$ cat config.mk
export PLATFORM = sky130hd
export DESIGN_NAME = axi_reg_slave_flat
export DESIGN_NICKNAME = d
export VERILOG_FILES = /design/src/rtl/axi_reg_slave_if.sv /design/src/rtl/axi_reg_slave.sv /design/src/flat_wrapper.sv
export SDC_FILE = /design/constraint.sdc
export NUM_CORES = 1
export LEC_CHECK = 0
export ABC_CLOCK_PERIOD_IN_PS = 7700
export BUFFER_PORTS_ARGS = -buffer_cell sky130_fd_sc_hd__clkbuf_2
export CAP_MARGIN = 20
export CORE_ASPECT_RATIO = 1.5
export CORE_MARGIN = 2
export CORE_UTILIZATION = 50
export CTS_CLUSTER_DIAMETER = 120
export DETAILED_ROUTE_END_ITERATION = 12
export GPL_TIMING_DRIVEN = 0
export PLACE_DENSITY = 0.73
export SLEW_MARGIN = 10
export SYNTH_ARGS = -nofsm -noshare
export SYNTH_HDL_FRONTEND = slang
export SYNTH_SLANG_ARGS = --single-unit
$ cat constraint.sdc
create_clock -name ACLK -period 7.7 [get_ports ACLK]
set_clock_uncertainty 0.1 [all_clocks]
set_input_delay 1.54 -clock ACLK [delete_from_list [all_inputs] [get_ports ACLK]]
set_output_delay 1.54 -clock ACLK [all_outputs]
set_load 0.02 [all_outputs]
$ cat src/rtl/axi_reg_slave_if.sv
// Bus bundle for axi_reg_slave: AW, W, B, AR and R channels of an
// AXI3-style slave port. Clock and reset stay outside the bundle.
interface axi_reg_slave_if #(
    parameter int AXI_WIDTH_CID = 4,
    parameter int AXI_WIDTH_ID  = 4,
    parameter int AXI_WIDTH_AD  = 32,
    parameter int AXI_WIDTH_DA  = 32
);
    localparam int AXI_WIDTH_SID = AXI_WIDTH_CID + AXI_WIDTH_ID;
    localparam int AXI_WIDTH_DS  = AXI_WIDTH_DA / 8;

    // Write address channel
    logic [AXI_WIDTH_SID-1:0] AWID;
    logic [AXI_WIDTH_AD-1:0]  AWADDR;
    logic [3:0]               AWLEN;
    logic [1:0]               AWLOCK;
    logic [2:0]               AWSIZE;
    logic [1:0]               AWBURST;
    logic                     AWVALID;
    logic                     AWREADY;

    // Write data channel
    logic [AXI_WIDTH_SID-1:0] WID;
    logic [AXI_WIDTH_DA-1:0]  WDATA;
    logic [AXI_WIDTH_DS-1:0]  WSTRB;
    logic                     WLAST;
    logic                     WVALID;
    logic                     WREADY;

    // Write response channel
    logic [AXI_WIDTH_SID-1:0] BID;
    logic [1:0]               BRESP;
    logic                     BVALID;
    logic                     BREADY;

    // Read address channel
    logic [AXI_WIDTH_SID-1:0] ARID;
    logic [AXI_WIDTH_AD-1:0]  ARADDR;
    logic [3:0]               ARLEN;
    logic [1:0]               ARLOCK;
    logic [2:0]               ARSIZE;
    logic [1:0]               ARBURST;
    logic                     ARVALID;
    logic                     ARREADY;

    // Read data channel
    logic [AXI_WIDTH_SID-1:0] RID;
    logic [AXI_WIDTH_DA-1:0]  RDATA;
    logic [1:0]               RRESP;
    logic                     RLAST;
    logic                     RVALID;
    logic                     RREADY;

    modport master (
        output AWID, AWADDR, AWLEN, AWLOCK, AWSIZE, AWBURST, AWVALID,
        input  AWREADY,
        output WID, WDATA, WSTRB, WLAST, WVALID,
        input  WREADY,
        input  BID, BRESP, BVALID,
        output BREADY,
        output ARID, ARADDR, ARLEN, ARLOCK, ARSIZE, ARBURST, ARVALID,
        input  ARREADY,
        input  RID, RDATA, RRESP, RLAST, RVALID,
        output RREADY
    );

    modport slave (
        input  AWID, AWADDR, AWLEN, AWLOCK, AWSIZE, AWBURST, AWVALID,
        output AWREADY,
        input  WID, WDATA, WSTRB, WLAST, WVALID,
        output WREADY,
        output BID, BRESP, BVALID,
        input  BREADY,
        input  ARID, ARADDR, ARLEN, ARLOCK, ARSIZE, ARBURST, ARVALID,
        output ARREADY,
        output RID, RDATA, RRESP, RLAST, RVALID,
        input  RREADY
    );
endinterface

$ cat src/rtl/axi_reg_slave.sv
// AXI slave exposing sixteen 32-bit registers in a 64-byte window.
// Registers 0-14 are read/write with byte strobes; register 15 is a
// read-only identification word. Independent write and read FSMs, one
// beat per cycle each, with DECERR for out-of-window and SLVERR for
// unsupported transfer size or WLAST misplacement.
module axi_reg_slave #(
    parameter int                      AXI_WIDTH_CID = 4,
    parameter int                      AXI_WIDTH_ID  = 4,
    parameter int                      AXI_WIDTH_AD  = 32,
    parameter int                      AXI_WIDTH_DA  = 32,
    parameter logic [AXI_WIDTH_AD-1:0] P_ADDR_BASE   = 32'h0000_0000,
    parameter logic [31:0]             P_ID_VALUE    = 32'hA5A5_0001
) (
    input  logic           ACLK,
    input  logic           ARESETn,
    axi_reg_slave_if.slave axi
);
    localparam int AXI_WIDTH_SID = AXI_WIDTH_CID + AXI_WIDTH_ID;
    localparam int AXI_WIDTH_DS  = AXI_WIDTH_DA / 8;

    localparam logic [1:0] RESP_OKAY   = 2'b00;
    localparam logic [1:0] RESP_SLVERR = 2'b10;
    localparam logic [1:0] RESP_DECERR = 2'b11;
    localparam logic [1:0] BURST_FIXED = 2'b00;
    localparam logic [2:0] SIZE_WORD   = 3'b010;
    localparam logic [3:0] ID_REG      = 4'd15;

    typedef enum logic [1:0] {W_IDLE, W_DATA, W_RESP} w_state_e;
    typedef enum logic       {R_IDLE, R_DATA}         r_state_e;

    // Out-of-window wins over a bad size; only word transfers are served.
    function automatic logic [1:0] access_status(input logic [AXI_WIDTH_AD-7:0] win,
                                                 input logic [2:0]              size);
        if (win != P_ADDR_BASE[AXI_WIDTH_AD-1:6]) return RESP_DECERR;
        if (size != SIZE_WORD)                    return RESP_SLVERR;
        return RESP_OKAY;
    endfunction

    // FIXED holds the register index; INCR and WRAP step it, wrapping at 16.
    function automatic logic [3:0] next_index(input logic [3:0] idx, input logic [1:0] burst);
        return (burst == BURST_FIXED) ? idx : idx + 4'd1;
    endfunction

    // Ready outputs stay low until the first edge after reset release.
    logic ready_en_q;

    // Write side
    w_state_e                 w_state_q, w_state_d;
    logic [AXI_WIDTH_SID-1:0] w_id_q;
    logic [3:0]               w_idx_q, w_len_q, w_cnt_q;
    logic [1:0]               w_burst_q, w_status_q;
    logic                     w_lerr_q;
    logic [AXI_WIDTH_SID-1:0] bid_q;
    logic [1:0]               bresp_q;
    logic                     awready, wready, bvalid;
    logic                     aw_hs, w_hs, w_last_beat, wlast_err;

    // Read side
    r_state_e                 r_state_q, r_state_d;
    logic [AXI_WIDTH_SID-1:0] rid_q;
    logic [3:0]               r_idx_q, r_len_q, r_cnt_q, r_next_idx, rd_idx;
    logic [1:0]               r_burst_q, rresp_q, ar_status;
    logic [AXI_WIDTH_DA-1:0]  rdata_q, rd_word;
    logic                     rlast_q;
    logic                     arready, rvalid;
    logic                     ar_hs, r_hs, r_last_beat;

    // Register file; entry 15 is never written and is shadowed by the ID word.
    logic [AXI_WIDTH_DA-1:0]  regs_q [16];

    assign aw_hs       = axi.AWVALID && awready;
    assign w_hs        = axi.WVALID && wready;
    assign w_last_beat = (w_cnt_q == w_len_q);
    assign wlast_err   = (axi.WLAST != w_last_beat);

    assign ar_hs       = axi.ARVALID && arready;
    assign r_hs        = rvalid && axi.RREADY;
    assign r_last_beat = (r_cnt_q == r_len_q);
    assign ar_status   = access_status(axi.ARADDR[AXI_WIDTH_AD-1:6], axi.ARSIZE);
    assign r_next_idx  = next_index(r_idx_q, r_burst_q);
    assign rd_idx      = ar_hs ? axi.ARADDR[5:2] : r_next_idx;
    assign rd_word     = (rd_idx == ID_REG) ? P_ID_VALUE : regs_q[rd_idx];

    assign axi.AWREADY = awready;
    assign axi.WREADY  = wready;
    assign axi.BVALID  = bvalid;
    assign axi.BID     = bid_q;
    assign axi.BRESP   = bresp_q;
    assign axi.ARREADY = arready;
    assign axi.RVALID  = rvalid;
    assign axi.RID     = rid_q;
    assign axi.RDATA   = rdata_q;
    assign axi.RRESP   = rresp_q;
    assign axi.RLAST   = rlast_q;

    // Arm the address-ready outputs one edge after reset is released.
    // NOTE: clocked state uses non-blocking (<=) so every flop samples pre-edge values; blocking here would create order-dependent races.
    always_ff @(posedge ACLK or negedge ARESETn) begin
        if (!ARESETn) ready_en_q <= 1'b0;
        else          ready_en_q <= 1'b1;
    end

    // Write FSM state register.
    always_ff @(posedge ACLK or negedge ARESETn) begin
        if (!ARESETn) w_state_q <= W_IDLE;
        else          w_state_q <= w_state_d;
    end

    // Write FSM next state and channel handshake outputs.
    // NOTE: every output gets a default before the case so no path leaves it unassigned and infers a latch.
    always_comb begin
        w_state_d = w_state_q;
        awready   = 1'b0;
        wready    = 1'b0;
        bvalid    = 1'b0;
        unique case (w_state_q)
            W_IDLE: begin
                awready = ready_en_q;
                if (axi.AWVALID && ready_en_q) w_state_d = W_DATA;
            end
            W_DATA: begin
                wready = 1'b1;
                if (axi.WVALID && w_last_beat) w_state_d = W_RESP;
            end
            W_RESP: begin
                bvalid = 1'b1;
                if (axi.BREADY) w_state_d = W_IDLE;
            end
            default: w_state_d = W_IDLE;
        endcase
    end

    // Write burst context, beat counting and the registered B response.
    always_ff @(posedge ACLK or negedge ARESETn) begin
        if (!ARESETn) begin
            w_id_q     <= '0;
            w_idx_q    <= '0;
            w_len_q    <= '0;
            w_cnt_q    <= '0;
            w_burst_q  <= '0;
            w_status_q <= RESP_OKAY;
            w_lerr_q   <= 1'b0;
            bid_q      <= '0;
            bresp_q    <= RESP_OKAY;
        end else begin
            if (aw_hs) begin
                w_id_q     <= axi.AWID;
                w_idx_q    <= axi.AWADDR[5:2];
                w_len_q    <= axi.AWLEN;
                w_burst_q  <= axi.AWBURST;
                w_cnt_q    <= '0;
                w_status_q <= access_status(axi.AWADDR[AXI_WIDTH_AD-1:6], axi.AWSIZE);
                w_lerr_q   <= 1'b0;
            end
            if (w_hs) begin
                w_cnt_q <= w_cnt_q + 4'd1;
                w_idx_q <= next_index(w_idx_q, w_burst_q);
                if (wlast_err) w_lerr_q <= 1'b1;
                if (w_last_beat) begin
                    bid_q <= w_id_q;
                    if (w_status_q != RESP_OKAY)   bresp_q <= w_status_q;
                    else if (w_lerr_q || wlast_err) bresp_q <= RESP_SLVERR;
                    else                            bresp_q <= RESP_OKAY;
                end
            end
        end
    end

    // Byte-strobed register update on each accepted, error-free write beat.
    // NOTE: the register file is reset because registers must read zero after reset; plain RAM storage would not be reset.
    always_ff @(posedge ACLK or negedge ARESETn) begin
        if (!ARESETn) begin
            for (int i = 0; i < 16; i++) regs_q[i] <= '0;
        end else if (w_hs && (w_status_q == RESP_OKAY) && (w_idx_q != ID_REG)) begin
            for (int b = 0; b < AXI_WIDTH_DS; b++) begin
                if (axi.WSTRB[b]) regs_q[w_idx_q][8*b +: 8] <= axi.WDATA[8*b +: 8];
            end
        end
    end

    // Read FSM state register.
    always_ff @(posedge ACLK or negedge ARESETn) begin
        if (!ARESETn) r_state_q <= R_IDLE;
        else          r_state_q <= r_state_d;
    end

    // Read FSM next state and channel handshake outputs.
    always_comb begin
        r_state_d = r_state_q;
        arready   = 1'b0;
        rvalid    = 1'b0;
        unique case (r_state_q)
            R_IDLE: begin
                arready = ready_en_q;
                if (axi.ARVALID && ready_en_q) r_state_d = R_DATA;
            end
            R_DATA: begin
                rvalid = 1'b1;
                if (axi.RREADY && r_last_beat) r_state_d = R_IDLE;
            end
            default: r_state_d = R_IDLE;
        endcase
    end

    // Read data path: beat 0 is captured at the AR handshake, later beats at
    // each R handshake. Values are only reloaded on those edges, so they hold
    // while the master stalls, and a same-edge write is not yet visible.
    always_ff @(posedge ACLK or negedge ARESETn) begin
        if (!ARESETn) begin
            rid_q     <= '0;
            r_idx_q   <= '0;
            r_len_q   <= '0;
            r_cnt_q   <= '0;
            r_burst_q <= '0;
            rdata_q   <= '0;
            rresp_q   <= RESP_OKAY;
            rlast_q   <= 1'b0;
        end else if (ar_hs) begin
            rid_q     <= axi.ARID;
            r_idx_q   <= axi.ARADDR[5:2];
            r_len_q   <= axi.ARLEN;
            r_burst_q <= axi.ARBURST;
            r_cnt_q   <= '0;
            rresp_q   <= ar_status;
            rdata_q   <= (ar_status == RESP_OKAY) ? rd_word : '0;
            rlast_q   <= (axi.ARLEN == 4'd0);
        end else if (r_hs) begin
            if (r_last_beat) begin
                rlast_q <= 1'b0;
            end else begin
                r_idx_q <= r_next_idx;
                r_cnt_q <= r_cnt_q + 4'd1;
                rdata_q <= (rresp_q == RESP_OKAY) ? rd_word : '0;
                rlast_q <= ((r_cnt_q + 4'd1) == r_len_q);
            end
        end
    end
endmodule

$ cat src/flat_wrapper.sv
// flat-port wrapper written by rule: the top's interface ports become plain ports
module axi_reg_slave_flat 
#(
    parameter int                      AXI_WIDTH_CID = 4,
    parameter int                      AXI_WIDTH_ID  = 4,
    parameter int                      AXI_WIDTH_AD  = 32,
    parameter int                      AXI_WIDTH_DA  = 32,
    parameter logic [AXI_WIDTH_AD-1:0] P_ADDR_BASE   = 32'h0000_0000,
    parameter logic [31:0]             P_ID_VALUE    = 32'hA5A5_0001
)
  (ACLK, ARESETn, axi_AWID, axi_AWADDR, axi_AWLEN, axi_AWLOCK, axi_AWSIZE, axi_AWBURST, axi_AWVALID, axi_AWREADY, axi_WID, axi_WDATA, axi_WSTRB, axi_WLAST, axi_WVALID, axi_WREADY, axi_BID, axi_BRESP, axi_BVALID, axi_BREADY, axi_ARID, axi_ARADDR, axi_ARLEN, axi_ARLOCK, axi_ARSIZE, axi_ARBURST, axi_ARVALID, axi_ARREADY, axi_RID, axi_RDATA, axi_RRESP, axi_RLAST, axi_RVALID, axi_RREADY);
  axi_reg_slave_if #(.AXI_WIDTH_CID(AXI_WIDTH_CID), .AXI_WIDTH_ID(AXI_WIDTH_ID), .AXI_WIDTH_AD(AXI_WIDTH_AD), .AXI_WIDTH_DA(AXI_WIDTH_DA)) axi_i ();
  input  logic ACLK;
  input  logic ARESETn;
  input wire logic [$bits(axi_i.AWID)-1:0] axi_AWID;
  input wire logic [$bits(axi_i.AWADDR)-1:0] axi_AWADDR;
  input wire logic [$bits(axi_i.AWLEN)-1:0] axi_AWLEN;
  input wire logic [$bits(axi_i.AWLOCK)-1:0] axi_AWLOCK;
  input wire logic [$bits(axi_i.AWSIZE)-1:0] axi_AWSIZE;
  input wire logic [$bits(axi_i.AWBURST)-1:0] axi_AWBURST;
  input wire logic [$bits(axi_i.AWVALID)-1:0] axi_AWVALID;
  output wire logic [$bits(axi_i.AWREADY)-1:0] axi_AWREADY;
  input wire logic [$bits(axi_i.WID)-1:0] axi_WID;
  input wire logic [$bits(axi_i.WDATA)-1:0] axi_WDATA;
  input wire logic [$bits(axi_i.WSTRB)-1:0] axi_WSTRB;
  input wire logic [$bits(axi_i.WLAST)-1:0] axi_WLAST;
  input wire logic [$bits(axi_i.WVALID)-1:0] axi_WVALID;
  output wire logic [$bits(axi_i.WREADY)-1:0] axi_WREADY;
  output wire logic [$bits(axi_i.BID)-1:0] axi_BID;
  output wire logic [$bits(axi_i.BRESP)-1:0] axi_BRESP;
  output wire logic [$bits(axi_i.BVALID)-1:0] axi_BVALID;
  input wire logic [$bits(axi_i.BREADY)-1:0] axi_BREADY;
  input wire logic [$bits(axi_i.ARID)-1:0] axi_ARID;
  input wire logic [$bits(axi_i.ARADDR)-1:0] axi_ARADDR;
  input wire logic [$bits(axi_i.ARLEN)-1:0] axi_ARLEN;
  input wire logic [$bits(axi_i.ARLOCK)-1:0] axi_ARLOCK;
  input wire logic [$bits(axi_i.ARSIZE)-1:0] axi_ARSIZE;
  input wire logic [$bits(axi_i.ARBURST)-1:0] axi_ARBURST;
  input wire logic [$bits(axi_i.ARVALID)-1:0] axi_ARVALID;
  output wire logic [$bits(axi_i.ARREADY)-1:0] axi_ARREADY;
  output wire logic [$bits(axi_i.RID)-1:0] axi_RID;
  output wire logic [$bits(axi_i.RDATA)-1:0] axi_RDATA;
  output wire logic [$bits(axi_i.RRESP)-1:0] axi_RRESP;
  output wire logic [$bits(axi_i.RLAST)-1:0] axi_RLAST;
  output wire logic [$bits(axi_i.RVALID)-1:0] axi_RVALID;
  input wire logic [$bits(axi_i.RREADY)-1:0] axi_RREADY;
  assign axi_i.AWID = axi_AWID;
  assign axi_i.AWADDR = axi_AWADDR;
  assign axi_i.AWLEN = axi_AWLEN;
  assign axi_i.AWLOCK = axi_AWLOCK;
  assign axi_i.AWSIZE = axi_AWSIZE;
  assign axi_i.AWBURST = axi_AWBURST;
  assign axi_i.AWVALID = axi_AWVALID;
  assign axi_AWREADY = axi_i.AWREADY;
  assign axi_i.WID = axi_WID;
  assign axi_i.WDATA = axi_WDATA;
  assign axi_i.WSTRB = axi_WSTRB;
  assign axi_i.WLAST = axi_WLAST;
  assign axi_i.WVALID = axi_WVALID;
  assign axi_WREADY = axi_i.WREADY;
  assign axi_BID = axi_i.BID;
  assign axi_BRESP = axi_i.BRESP;
  assign axi_BVALID = axi_i.BVALID;
  assign axi_i.BREADY = axi_BREADY;
  assign axi_i.ARID = axi_ARID;
  assign axi_i.ARADDR = axi_ARADDR;
  assign axi_i.ARLEN = axi_ARLEN;
  assign axi_i.ARLOCK = axi_ARLOCK;
  assign axi_i.ARSIZE = axi_ARSIZE;
  assign axi_i.ARBURST = axi_ARBURST;
  assign axi_i.ARVALID = axi_ARVALID;
  assign axi_ARREADY = axi_i.ARREADY;
  assign axi_RID = axi_i.RID;
  assign axi_RDATA = axi_i.RDATA;
  assign axi_RRESP = axi_i.RRESP;
  assign axi_RLAST = axi_i.RLAST;
  assign axi_RVALID = axi_i.RVALID;
  assign axi_i.RREADY = axi_RREADY;
  axi_reg_slave #(.AXI_WIDTH_CID(AXI_WIDTH_CID), .AXI_WIDTH_ID(AXI_WIDTH_ID), .AXI_WIDTH_AD(AXI_WIDTH_AD), .AXI_WIDTH_DA(AXI_WIDTH_DA), .P_ADDR_BASE(P_ADDR_BASE), .P_ID_VALUE(P_ID_VALUE)) u_core (.ACLK(ACLK), .ARESETn(ARESETn), .axi(axi_i));
endmodule
# Word level (Yosys, flattened, before mapping)
# Index checks and enable logic that the tools add are counted.
# word_totals
elab_cells	166
register_bits	608
out_inout_bits	58
# op_classes
n_eq_ne	15
add_sub_neg	4
bitwise_logic	3
n_reduce_logical	28
muxes	77
magnitude_cmp	3
# ops
op	count
512-bit two-way mux	7
512-bit bitwise mux	4
32-bit demux with 4-bit select	4
32-bit two-way mux	9
32-bit binary-select mux with 4-bit select	1
4-bit two-way mux	13
26-bit nonzero test	2
2-bit two-way mux	13
24-bit two-way mux	1
1-bit two-way mux	21
4-bit by 1-bit adder with 4-bit output (second input constant)	4
16-bit two-way mux	1
4-bit equality test	3
2-bit zero test	6
1-bit logical AND	11
5-bit >= comparator (second input constant)	2
4-bit inverter with 5-bit output	2
8-bit two-way mux	1
2-bit by 1-bit inequality test with 1-bit output (second input constant)	3
3-bit by 2-bit inequality test with 1-bit output (second input constant)	2
2-bit case mux with 3 select lines	1
2-bit AND reduction	3
2-bit nonzero test	3
5-bit by 1-bit less-than comparator with 1-bit output (second input constant)	1
other kinds (11)	12

# Longest topological paths before layout
# logic_depth
word_depth	16
mapped_depth	11

# Least setup slack after synthesis
# No wires, ideal clock.
# synth_timing
path_type	input -> register
from	input axi_ARVALID
to	register u_core.rdata_q[21] (netlist: u_core.axi.RDATA[21])
setup_time_ns	0.120
path_buffers	3
required_ns	7.480
cell_stages	9
setup_slack_ns	4.255
t_arrival_ns	3.225
cell_sequence	and3b_1 buf_2 o31a_1 buf_6 buf_6 mux2_1 o221ai_1 o211ai_1 a41o_1
# synth_via
elab_chain_cells	11
word_cells_on_any_way	16
classes_between	2 x eq/ne; 10 x mux; 1 x bitwise; 3 x reduce/logical
# synth_lines
item	line_no	text
from (decl)	flat_wrapper.sv:39	input wire logic [$bits(axi_i.ARVALID)-1:0] axi_ARVALID;
1-bit logical AND *	axi_reg_slave.sv:76	assign ar_hs = axi.ARVALID && arready;
4-bit two-way mux	axi_reg_slave.sv:81	assign rd_idx = ar_hs ? axi.ARADDR[5:2] : r_next_idx;
4-bit inverter with 5-bit output (implied by the code)	axi_reg_slave.sv:82	assign rd_word = (rd_idx == ID_REG) ? P_ID_VALUE : regs_q[rd_idx];
32-bit binary-select mux with 4-bit select	axi_reg_slave.sv:82	
32-bit two-way mux (implied by the code) (2 in series)	axi_reg_slave.sv:82	
32-bit two-way mux	axi_reg_slave.sv:82	
32-bit two-way mux	axi_reg_slave.sv:233	rdata_q <= (rresp_q == RESP_OKAY) ? rd_word : '0;
32-bit two-way mux	axi_reg_slave.sv:228	if (r_last_beat) begin
32-bit two-way mux	axi_reg_slave.sv:227	end else if (r_hs) begin
32-bit two-way mux	axi_reg_slave.sv:218	end else if (ar_hs) begin
to (signal assigned)	axi_reg_slave.sv:225	rdata_q <= (ar_status == RESP_OKAY) ? rd_word : '0;
to (signal assigned)	axi_reg_slave.sv:233	
to (decl)	axi_reg_slave.sv:63	logic [AXI_WIDTH_DA-1:0] rdata_q, rd_word;
# Mark *: on every way between the ends. The rest lies on a longest branch, timed or not. The select of a mux whose other input is x is not followed.
# A chain may end at the register's enable or synchronous reset.

# Worst setup path in the final report
# layout_timing
from	input axi_ARVALID
to	register u_core.rdata_q[19] (netlist: u_core.axi.RDATA[19])
# The elaborated chain is that of the path after synthesis.

==> flow_summary_export.csv <==
group,metric,value,unit
die,fp.dieArea,0.0575,mm2
pwr,seq_power_share,33.6,%
cells_and_area,area_growth,13.9,%
timing,worst_pin_slew,1.17,ns
synthesis,synth-edff-count,0,
die,num_rows,105,
synthesis,yosys_warnings,0,
cells_and_area,final_common_cell,"dfrtp_1",
die,die_x,197,um
synthesis,synth_cells,2247,
critical_path,cp_slowest_stage_delay,0.80,ns
pwr,power.density,328,mW/mm2
timing,setup-violations-final,0,
clocking,cts_sinks,599,
pwr,swShare,40.8,%
cells_and_area,design_area,0.0317,mm2
placement,post-place-ws,2.85,ns
cells_and_area,fillers,4373,
global_route,grt_pass1_vias,20900,
pwr,p_int,6.16,mW
synthesis,synth_area,0.0278,mm2
synthesis,synth.avg_cell_area,12.4,um2
die,die_h,293,um
job,cap_violations,0,
pwr,combPwrFrac,39.3,%
clocking,cts_resized,0,
clocking,cts-buffers-inserted,55,
clocking,hold_buffers,0,
synthesis,synth_fp_nets,2408,
pwr,clkPwrFrac,27.2,%
clocking,htree_levels,2,
critical_path,slowest_stage,"clkbuf_1",
pwr,ir_drop,0.254,mV
timing,relSlewSlack,20.3,%
global_route,overflow,0,
synthesis,async_reset_ff_share,100,%
detailed_routing,ant_nets,0,
critical_path,endpoint,"u_core.axi.RDATA[19]$_DFFE_PN0P_",
cells_and_area,layout_common_cells,"dfrtp_1 (599), mux2_2 (511), nand2_1 (318), mux2i_1 (206), clkbuf_2 (194)",
pwr,p_switching,4.24,mW
timing,finalHoldViolCount,0,
global_route,grt_max_degree,109,
placement,placed_area,0.0298,mm2
detailed_routing,totalWireLength,80000,um
global_route,grt_first_pass_wirelength,122000,um
synthesis,synth_cell_type_count,62,
critical_path,end_kind,"flip-flop",
critical_path,r2r-end,"u_core.axi.RDATA[19]$_DFFE_PN0P_",
critical_path,cp.required,8.05,ns
critical_path,path_max_fanout,10,
clocking,cts_tree,"yes",
detailed_routing,drt_iter0_drc,1465,
timing,rsz0062_at_grt,"no",
worst_hold_path,hold_class,"reg -> reg",
placement,hpwl,56800,um
timing,setup_slack,3.33,ns
clocking,clockBufferDepth,3,
pwr,power_leakage,15.9,nW
outcome,run_status,"finished, final reports clean",
detailed_routing,remaining_drc_errors,0,
cells_and_area,nets,2666,
clocking,cts_root_buf,"clkbuf_16",
die,core-area,0.0548,mm2
critical_path,ff2ff_setup_slack,3.56,ns
global_route,antenna_found_initial,3,
critical_path,rr_worst_depth,8,
critical_path,crit_top_cell,"buf_2",
detailed_routing,num_vias,19600,
clocking,clkSlewWorstSetupHoldPaths,0.06,ns
synthesis,ys_seq_area_share,53.9,%
timing,fin_crit_sh,56.8,%
clocking,insertion_delay,0.61,ns
detailed_routing,vias_per_cell,6.03,
cells_and_area,layout-drive-gt1-share,34.1,%
clocking,cts_setup_buffers,0,
global_route,grtUsageTotal,28.1,%
critical_path,cp-start-kind,"primary input",
detailed_routing,wire_per_inst,24.7,um
synthesis,synth-seq-cells,599,
timing,fmax,229,MHz
placement,numPortBuffers,195,
critical_path,critical_path.cell_chain,"clkbuf_2 > nand3b_1 > buf_2 > a21oi_2 > buf_2 > clkbuf_1 > nor3_1 > a211oi_1 > o31ai_1",
critical_path,r2r_start,"u_core.ready_en_q$_DFF_PN0_",
timing,finalMaxSlewViolations,0,
die,initial_core_util,50.7,%
detailed_routing,firstDrtPassIters,6,
timing,min_period,4.37,ns
synthesis,synth_top_flop_cell,"dfrtp_1",
placement,gp_congestion,0.856,
critical_path,worst-setup-path-type,"in -> reg",
critical_path,arrival,4.72,ns
critical_path,startpoint,"axi_ARVALID",
die,ios,212,
-- worst min-delay path by stage --
| stage | start | slack (ns) | cells past startpoint | end |
|---|---|---|---|---|
| 3_5_place_dp | u_core.regs_q[8]$_DFFE_PN0P_ | 0.35 | 1 | u_core.regs_q[8]$_DFFE_PN0P_ |
| 5_1_grt | u_core.regs_q[2]$_DFFE_PN0P_ | 0.37 | 1 | u_core.regs_q[2]$_DFFE_PN0P_ |
| 3_3_place_gp | u_core.regs_q[30]$_DFFE_PN0P_ | 0.33 | 1 | u_core.regs_q[30]$_DFFE_PN0P_ |
| 2_1_floorplan | u_core.regs_q[30]$_DFFE_PN0P_ | 0.32 | 1 | u_core.regs_q[30]$_DFFE_PN0P_ |
| 6_report | u_core.regs_q[2]$_DFFE_PN0P_ | 0.36 | 1 | u_core.regs_q[2]$_DFFE_PN0P_ |
| 4_1_cts | u_core.regs_q[2]$_DFFE_PN0P_ | 0.36 | 1 | u_core.regs_q[2]$_DFFE_PN0P_ |
-- cell type report --
cell class              instances  area, um2  share of cell area, %
flip-flops and latches        599      15000                   47.3
multi-input cells            1472      12000                   37.9
clock buffers                  86       1670                   5.29
repair buffers                201       1130                   3.57
well taps                     695        870                   2.75
plain buffers                 172        802                   2.53
clock inverters                13        186                  0.589
inverters                       4       15.0                 0.0474
diodes                          1       2.50                0.00790
-- flip-flops by register name, summed over array words and instances (netlist names), 2 cells and up --
| register | cells |
|---|---|
| u_core.axi.BID | 8 |
| u_core.axi.BRESP | 2 |
| u_core.axi.RDATA | 32 |
| u_core.axi.RID | 8 |
| u_core.axi.RRESP | 2 |
| u_core.r_burst_q | 2 |
| u_core.r_cnt_q | 4 |
| u_core.r_idx_q | 4 |
| u_core.r_len_q | 4 |
| u_core.regs_q | 503 |
| u_core.w_burst_q | 2 |
| u_core.w_cnt_q | 4 |
| u_core.w_id_q | 8 |
| u_core.w_idx_q | 4 |
| u_core.w_len_q | 4 |
| u_core.w_state_q | 2 |
| u_core.w_status_q | 2 |
-- cells by family (layout without fill, tap and decap cells) --
kind of cell	after synthesis	in the layout	share of synthesized area, %
DFF	599	599	53.9
xor gates and xnor gates	18	18	0.567
buffers and inverters	176	476	2.94
other	1	2	0.0135
and+or+nand+nor	474	474	7.45
AOI/OAI and AO/OA	243	243	6.04
adders and majority gates	7	7	0.315
muxes	729	729	28.8
-- Yosys cell counts, types with 16 or more instances --
cell / count / area (um2)
a21oi_1: 64 / 320
nor2_1: 26 / 97.6
nand3_1: 17 / 85.1
mux2i_1: 206 / 2060
nor3_1: 31 / 155
nor4_1: 18 / 113
dfrtp_1: 599 / 15000
nand2_1: 318 / 1190
clkbuf_1: 112 / 420
and3_1: 16 / 100
mux2_2: 511 / 5750
o21ai_0: 29 / 145
buf_2: 35 / 175
and2_1: 21 / 131
a2111oi_0: 22 / 193
a211oi_1: 36 / 270
o31ai_1: 23 / 173
-- critical path: cells and delay by family --
family,cells,cell delay (ns)
compound gates,3,1.12
buf+inv,4,1.71
simple gates,2,0.34
-- metrics by stage --
step	power (mW)	hold WS, ns	TNS, ns	utilization [%]	instances
2_1_floorplan	5.86	0.324	0	-	2247
3_3_place_gp	7.44	0.334	-4829.27	54.1	3137
3_5_place_dp	7.53	0.347	0	54.4	3143
4_1_cts	10.3	0.361	0	57.8	3242
5_1_grt	10.7	0.373	0	57.8	3242
6_report	10.4	0.357	0	57.8	3243
-- metal layers --
layer	up-vias	GRT usage [%]	routed length (um)
met3	271	4.39	4630
met2	758	48.8	40500
met1	9976	32.5	29500
li1	8546	-	-
met5	-	0	25
met4	4	17.4	5300
-- power by group through the flow --
stage | clock network [mW] | registers [mW] | logic, mW
5_1_grt | 2.98 | 3.51 | 4.20
6_report | 2.82 | 3.49 | 4.08
3_3_place_gp | 0 | 3.53 | 3.91
2_1_floorplan | 0 | 3.56 | 2.30
4_1_cts | 2.85 | 3.49 | 4.00
3_5_place_dp | 0 | 3.54 | 3.99
(Power assumes the default switching activity.)
